<file path="config.mk">
export PLATFORM = sky130hd
export DESIGN_NAME = pipe_stall_ctrl
export DESIGN_NICKNAME = d
export VERILOG_FILES = /design/src/rtl/pipe_stall_ctrl_pkg.sv /design/src/rtl/pipe_stall_ctrl_sat_counter.sv /design/src/rtl/pipe_stall_ctrl.sv
export SDC_FILE = /design/constraint.sdc
export NUM_CORES = 1
export LEC_CHECK = 0
export BUFFER_PORTS_ARGS = -buffer_cell sky130_fd_sc_hd__buf_2
export CAP_MARGIN = 40
export CORE_AREA = 2 2 66 68
export DETAILED_ROUTE_END_ITERATION = 10
export DIE_AREA = 0 0 68 70
export GPL_ROUTABILITY_DRIVEN = 1
export HOLD_SLACK_MARGIN = 0.15
export PLACE_DENSITY = 0.74
export SYNTH_ARGS = -nofsm -noshare
export SYNTH_HDL_FRONTEND = slang
export SYNTH_SLANG_ARGS = --single-unit
</file>
<file path="constraint.sdc">
create_clock -name clk -period 2.59 [get_ports clk]
set_input_delay 0.3885 -clock clk [delete_from_list [all_inputs] [get_ports clk]]
set_output_delay 0.3885 -clock clk [all_outputs]
set_load 0.005 [all_outputs]
</file>
<file path="src/rtl/pipe_stall_ctrl_pkg.sv">
// Shared definitions for the pipeline freeze/flush sequencer.
//   - SRAM wait FSM state encodings (2-bit; 2 and 3 are illegal)
//   - per-stage control bundle driven by the sequencer
//   - NOP control word for the ID/EXE register (all enables zero)
package pipe_stall_ctrl_pkg;

  localparam logic [1:0] ST_RUN      = 2'd0;
  localparam logic [1:0] ST_MEM_BUSY = 2'd1;

  // Per-stage register controls produced each cycle
  typedef struct packed {
    logic freeze_pc;
    logic freeze_if_id;
    logic freeze_back;
    logic bubble_id_exe;
    logic flush_if_id;
    logic sram_start;
  } stage_ctrl_t;

  localparam stage_ctrl_t CTRL_IDLE = '0;

  // ID/EXE control word; a bubble loads ID_EXE_NOP
  typedef struct packed {
    logic       wb_en;
    logic       mem_r_en;
    logic       mem_w_en;
    logic       b;
    logic       s;
    logic [3:0] exe_cmd;
  } id_exe_ctrl_t;

  localparam id_exe_ctrl_t ID_EXE_NOP = '0;

endpackage

</file>
<file path="src/rtl/pipe_stall_ctrl_sat_counter.sv">
// Saturating up-counter used for pipeline performance statistics.
//   clk  : clock
//   rst  : synchronous active-high reset
//   clr  : synchronous clear, wins over inc
//   inc  : count enable
//   q    : count, holds at all-ones
module sat_counter #(
  parameter int unsigned W = 16
) (
  input  logic         clk,
  input  logic         rst,
  input  logic         clr,
  input  logic         inc,
  output logic [W-1:0] q
);

  always_ff @(posedge clk) begin
    if (rst || clr) begin
      q <= '0;
    end else if (inc && (q != '1)) begin
      q <= q + W'(1);
    end
  end

endmodule

</file>
<file path="src/rtl/pipe_stall_ctrl.sv">
// Central freeze/flush sequencer for the 5-stage pipeline (IF, ID, EXE, MEM, WB).
// Combines hazard, EXE branch_taken and the MEM-stage SRAM handshake into
// per-stage register controls; owns the SRAM wait FSM with timeout and the
// stall/flush performance counters.
// Ports:
//   clk, rst                 clock, synchronous active-high reset
//   hazard                   ID depends on an in-flight EXE/MEM destination
//   branch_taken             EXE resolves a taken branch
//   mem_req, sram_ready      MEM access request / SRAM completion pulse
//   cnt_clr                  clear both performance counters
//   freeze_pc, freeze_if_id  hold PC / IF/ID
//   freeze_back              hold ID/EXE, EXE/MEM, MEM/WB
//   bubble_id_exe            load NOP into ID/EXE
//   flush_if_id              load NOP into IF/ID
//   sram_start               one-cycle SRAM launch pulse
//   mem_err                  sticky SRAM timeout flag
//   stall_cycles             saturating count of PC-held cycles
//   flush_count              saturating count of branch flushes
module pipe_stall_ctrl
  import pipe_stall_ctrl_pkg::*;
#(
  parameter int unsigned CNT_W   = 16,
  parameter int unsigned TIMEOUT = 64,
  parameter int unsigned TO_W    = 7
) (
  input  logic             clk,
  input  logic             rst,
  input  logic             hazard,
  input  logic             branch_taken,
  input  logic             mem_req,
  input  logic             sram_ready,
  input  logic             cnt_clr,
  output logic             freeze_pc,
  output logic             freeze_if_id,
  output logic             freeze_back,
  output logic             bubble_id_exe,
  output logic             flush_if_id,
  output logic             sram_start,
  output logic             mem_err,
  output logic [CNT_W-1:0] stall_cycles,
  output logic [CNT_W-1:0] flush_count
);

  localparam logic [TO_W-1:0] TO_LAST = TO_W'(TIMEOUT - 1);

  logic [1:0]      st;
  logic [1:0]      st_nxt;
  logic [TO_W-1:0] to_cnt;
  logic [TO_W-1:0] to_nxt;
  logic            err_set;
  logic            mem_frz;
  logic            start;
  stage_ctrl_t     ctrl;

  // State, timeout counter and sticky error register
  always_ff @(posedge clk) begin
    if (rst) begin
      st      <= ST_RUN;
      to_cnt  <= '0;
      mem_err <= 1'b0;
    end else begin
      st     <= st_nxt;
      to_cnt <= to_nxt;
      if (err_set) begin
        mem_err <= 1'b1;
      end
    end
  end

  // SRAM wait FSM: next state, timeout and memory freeze
  always_comb begin
    st_nxt  = st;
    to_nxt  = to_cnt;
    err_set = 1'b0;
    mem_frz = 1'b0;
    start   = 1'b0;
    case (st)
      ST_RUN: begin
        // A ready pulse seen here is stale and deliberately ignored
        if (mem_req) begin
          start   = 1'b1;
          mem_frz = 1'b1;
          st_nxt  = ST_MEM_BUSY;
          to_nxt  = '0;
        end
      end
      ST_MEM_BUSY: begin
        // Ready is checked first so it wins on the final timeout cycle
        if (sram_ready) begin
          st_nxt = ST_RUN;
        end else if (to_cnt == TO_LAST) begin
          err_set = 1'b1;
          st_nxt  = ST_RUN;
        end else begin
          mem_frz = 1'b1;
          to_nxt  = to_cnt + TO_W'(1);
        end
      end
      default: begin
        st_nxt = ST_RUN;
      end
    endcase
  end

  // Priority mux: memory freeze > branch flush > hazard stall.
  // While the back end is frozen, branch/hazard sources are held and retried later.
  always_comb begin
    ctrl = CTRL_IDLE;
    if (!rst) begin
      if (mem_frz) begin
        ctrl.freeze_pc    = 1'b1;
        ctrl.freeze_if_id = 1'b1;
        ctrl.freeze_back  = 1'b1;
        ctrl.sram_start   = start;
      end else if (branch_taken) begin
        ctrl.flush_if_id   = 1'b1;
        ctrl.bubble_id_exe = 1'b1;
      end else if (hazard) begin
        ctrl.freeze_pc     = 1'b1;
        ctrl.freeze_if_id  = 1'b1;
        ctrl.bubble_id_exe = 1'b1;
      end
    end
  end

  assign freeze_pc     = ctrl.freeze_pc;
  assign freeze_if_id  = ctrl.freeze_if_id;
  assign freeze_back   = ctrl.freeze_back;
  assign bubble_id_exe = ctrl.bubble_id_exe;
  assign flush_if_id   = ctrl.flush_if_id;
  assign sram_start    = ctrl.sram_start;

  sat_counter #(.W(CNT_W)) u_stall_cnt (
    .clk (clk),
    .rst (rst),
    .clr (cnt_clr),
    .inc (ctrl.freeze_pc),
    .q   (stall_cycles)
  );

  sat_counter #(.W(CNT_W)) u_flush_cnt (
    .clk (clk),
    .rst (rst),
    .clr (cnt_clr),
    .inc (ctrl.flush_if_id),
    .q   (flush_count)
  );

endmodule
</file>
==> metrics.md <==
| Metric | Value |
|---|---|
| H-tree Lvls | 2 |
| Antenna diodes | 0 |
| Register bit total from synthesis | 41 |
| Cell Rows | 24 |
| CP Launch Point | to_cnt[0] |
| Vias in the first global route | 1891 |
| Syn Area/Cell | 7.99 um^2 |
| Status | finished clean |
| Pins over their slew limit | 0 |
| Worst setup EP type | output pin |
| Clock Tree Buf Depth | 2 |
| Final Power | 1.10 mW |
| Req. time, crit path | 2.20 ns |
| Sw Ratio | 23.9% |
| Part of the cycle the worst path needs | 97.7% |
| Fmax | 395 MHz |
| DP Cell Count | 354 |
| Worst r2r src | to_cnt[0] |
| Static leakage | 0.895 nW |
| Startpoint Class | flop |
| Area delta synth->final | 16.1% |
| Synth top cells by count | dfxtp_1 (41), a21oi_1 (28), nand2_1 (20), o21ai_0 (20) |
| PortBufs | 45 |
| Die W | 68 um |
| Top_reg_cell synth | dfxtp_1 |
| Register area share after synthesis | 38.3% |
| Initial antenna violation count | 0 |
| Nets | 320 |
| Final Hold Vio Count | 0 |
| Proportion of netlist area held by the largest area contributor | 38.3% |
| Via density | 6.02 |
| Detailed placer's ending HPWL | 3510 um |
| Least-Margin Pin Slew | 0.747 ns |
| RSZ-0062 raised after global routing | true |
| Final WL | 5080 um |
| Final cell count without fillers | 361 |
| Post-CTS setup buffers | 0 |
| Post-Synthesis Cells | 268 |
| Initial Util | 51.7% |
| Clk pwr share | 34.9% |
| Syn nets | 278 |
| Internal Pwr Total | 836 uW |
| First drt pass iteration count | 4 |
| Clk pin slew, worst setup/hold paths | 0.07 ns |
| PD cells | 442 nW/um^2 |
| Gr ovfl total | 0 |
| Filler Cells Inserted | 409 |
| Core area | 4140 um^2 |
| Final min period | 2.53 ns |
| Hold Buf Count CTS | 0 |
| Setup CP Type | reg2out |
| Share of cells above drive strength 1 | 19.1% |
| Hold WS | 0.413 ns |
| Die Ht | 70 um |
| Most common cell in the synthesized netlist | dfxtp_1 |
| Clk sinks | 41 |
| Final setup violation count | 0 |
| Post-route ant nets | 0 |
| Maximum vdd drop | 0.259 mV |
| Clk_skew | 0.00368 ns |
| Hold path startpoint | cnt_clr |
| Fraction of registers with async set or reset after synthesis | 0% |
| Number of synthesized flops with an enable pin | 0 |
| Max FO, Critical Path | 13 |
| Post-layout util | 60.0% |
| Min-delay worst type | in2reg |
| Max cap viols | 0 |
| Mapped cell area | 2140 um^2 |
| CTS Root Buffer Type | clkbuf_8 |
| Residual DRC count | 0 |
| Via count | 2173 |
| Max transition margin | 49.7% |
| Yosys top cell by area | dfxtp_1 |
| I/O pin count | 46 |
| Logic pwr share | 7.0% |
| Largest net degree at the start of global routing | 31 |
| CP arrival | 2.14 ns |
| DR WL/cell | 14.1 um |
| Clk Latency, worst-skew pair | 0.29 ns |
| P_sw | 262 uW |
| Gpl congestion | 0.790 |
| Global router's overall resource usage | 22.2% |
| Flop pwr share | 58.1% |
| R2R setup slack | 0.27 ns |
| Netlist cell types | 39 |
| Num CTS Buffers | 5 |
| CTS tree | built |
| Ys Warns | 0 |
| TNS Setup | 0 ns |
| First-pass GRT wire length | 8360 um |
| Die area | 4760 um^2 |
| Area contributors post-synth | dfxtp_1 (38%), a21oi_1 (6.5%), nand4_1 (5.0%), or3_1 (5.0%), o21ai_0 (4.7%) |
| Initial DRC Count | 146 |
stage by stage:
stage	setup slack (ns)	instance area, um^2
finish	0.0597	2490
global placement	0.244	2390
floorplan	0.524	2140
CTS	0.0104	2470
detailed placement	0.176	2390
global route	-0.0190	2490
cells by family (layout without fill, tap and decap cells):
group / after synthesis / after routing / synth area share (%)
multiplexers: 3 / 3 / 1.40
buffers and inverters: 21 / 61 / 4.21
AO/OA/AOI/OAI: 69 / 70 / 19.1
adder cells (fa/ha/maj): 3 / 3 / 1.75
XOR/XNOR: 5 / 5 / 2.04
flip-flops: 41 / 41 / 38.3
AND/OR/NAND/NOR: 126 / 126 / 33.2
power by group through the flow:
| stage | clock (mW) | combinational (mW) | sequential, mW |
|---|---|---|---|
| final | 0.383 | 0.0769 | 0.639 |
| after global routing | 0.424 | 0.0867 | 0.639 |
| after CTS | 0.398 | 0.0729 | 0.638 |
| after detailed placement | 0 | 0.0724 | 0.653 |
| after global placement | 0 | 0.0719 | 0.653 |
| after floorplan | 0 | 0.0512 | 0.652 |
layout make-up:
cell class | instances | area [um^2] | share of cell area [%]
clock buffers | 5 | 68.8 | 2.77
clock inverters | 1 | 5.00 | 0.201
inverters | 7 | 26.3 | 1.06
multi-input cells | 207 | 1250 | 50.4
flip-flops and latches | 41 | 821 | 33.0
well taps | 52 | 65.1 | 2.62
repair buffers | 48 | 248 | 9.96
sequential cells by signal, summed over array words and instances, names as in the netlist:
| register | flops |
|---|---|
| mem_err | 1 |
| st | 1 |
| to_cnt | 7 |
| u_flush_cnt.q | 16 |
| u_stall_cnt.q | 16 |
critical path, cell delays in order, from the launching register on:
cell and delay [ns]:
dfxtp_1 0.39, ha_1 0.21, nand3_1 0.15, or4b_4 0.57
a21o_4 0.28, inv_1 0.12, buf_2 0.13
layer usage:
layer | up-vias | global-route usage [%] | share of wire [%]
li1 | 1111 | - | -
met1 | 1008 | 31.5 | 50
met2 | 50 | 32.6 | 45
met3 | 4 | 5.64 | 4.0
met4 | 0 | 7.11 | 1.1
met5 | - | 0 | 0
timing repair:
item / 4_1_cts / 5_1_grt
resized for setup: 1 / 2
gates cloned: 0 / 1
setup endpoints to repair: 1 / 3
path summary, 6_finish.rpt:
check	endpoint	cells after the start
worst min-delay path	u_flush_cnt.q[13]	3
worst max register to register	u_flush_cnt.q[9]	6
worst max-delay path	flush_if_id	6
worst min register to register	mem_err	2
cells in the final DEF, fill, tap and decap left out, drive strengths merged, types with 4 or more instances in the layout:
cell,n
and4,6
nand4,17
a21oi,28
nor3,8
buf,48
nand3,17
or3,17
or4,9
o21ai,20
nor2,15
clkbuf,5
o31ai,7
dfxtp,41
nand2,20
nand2b,4
inv,7
xnor2,4
Note: power is estimated with default switching activity, not from simulation.
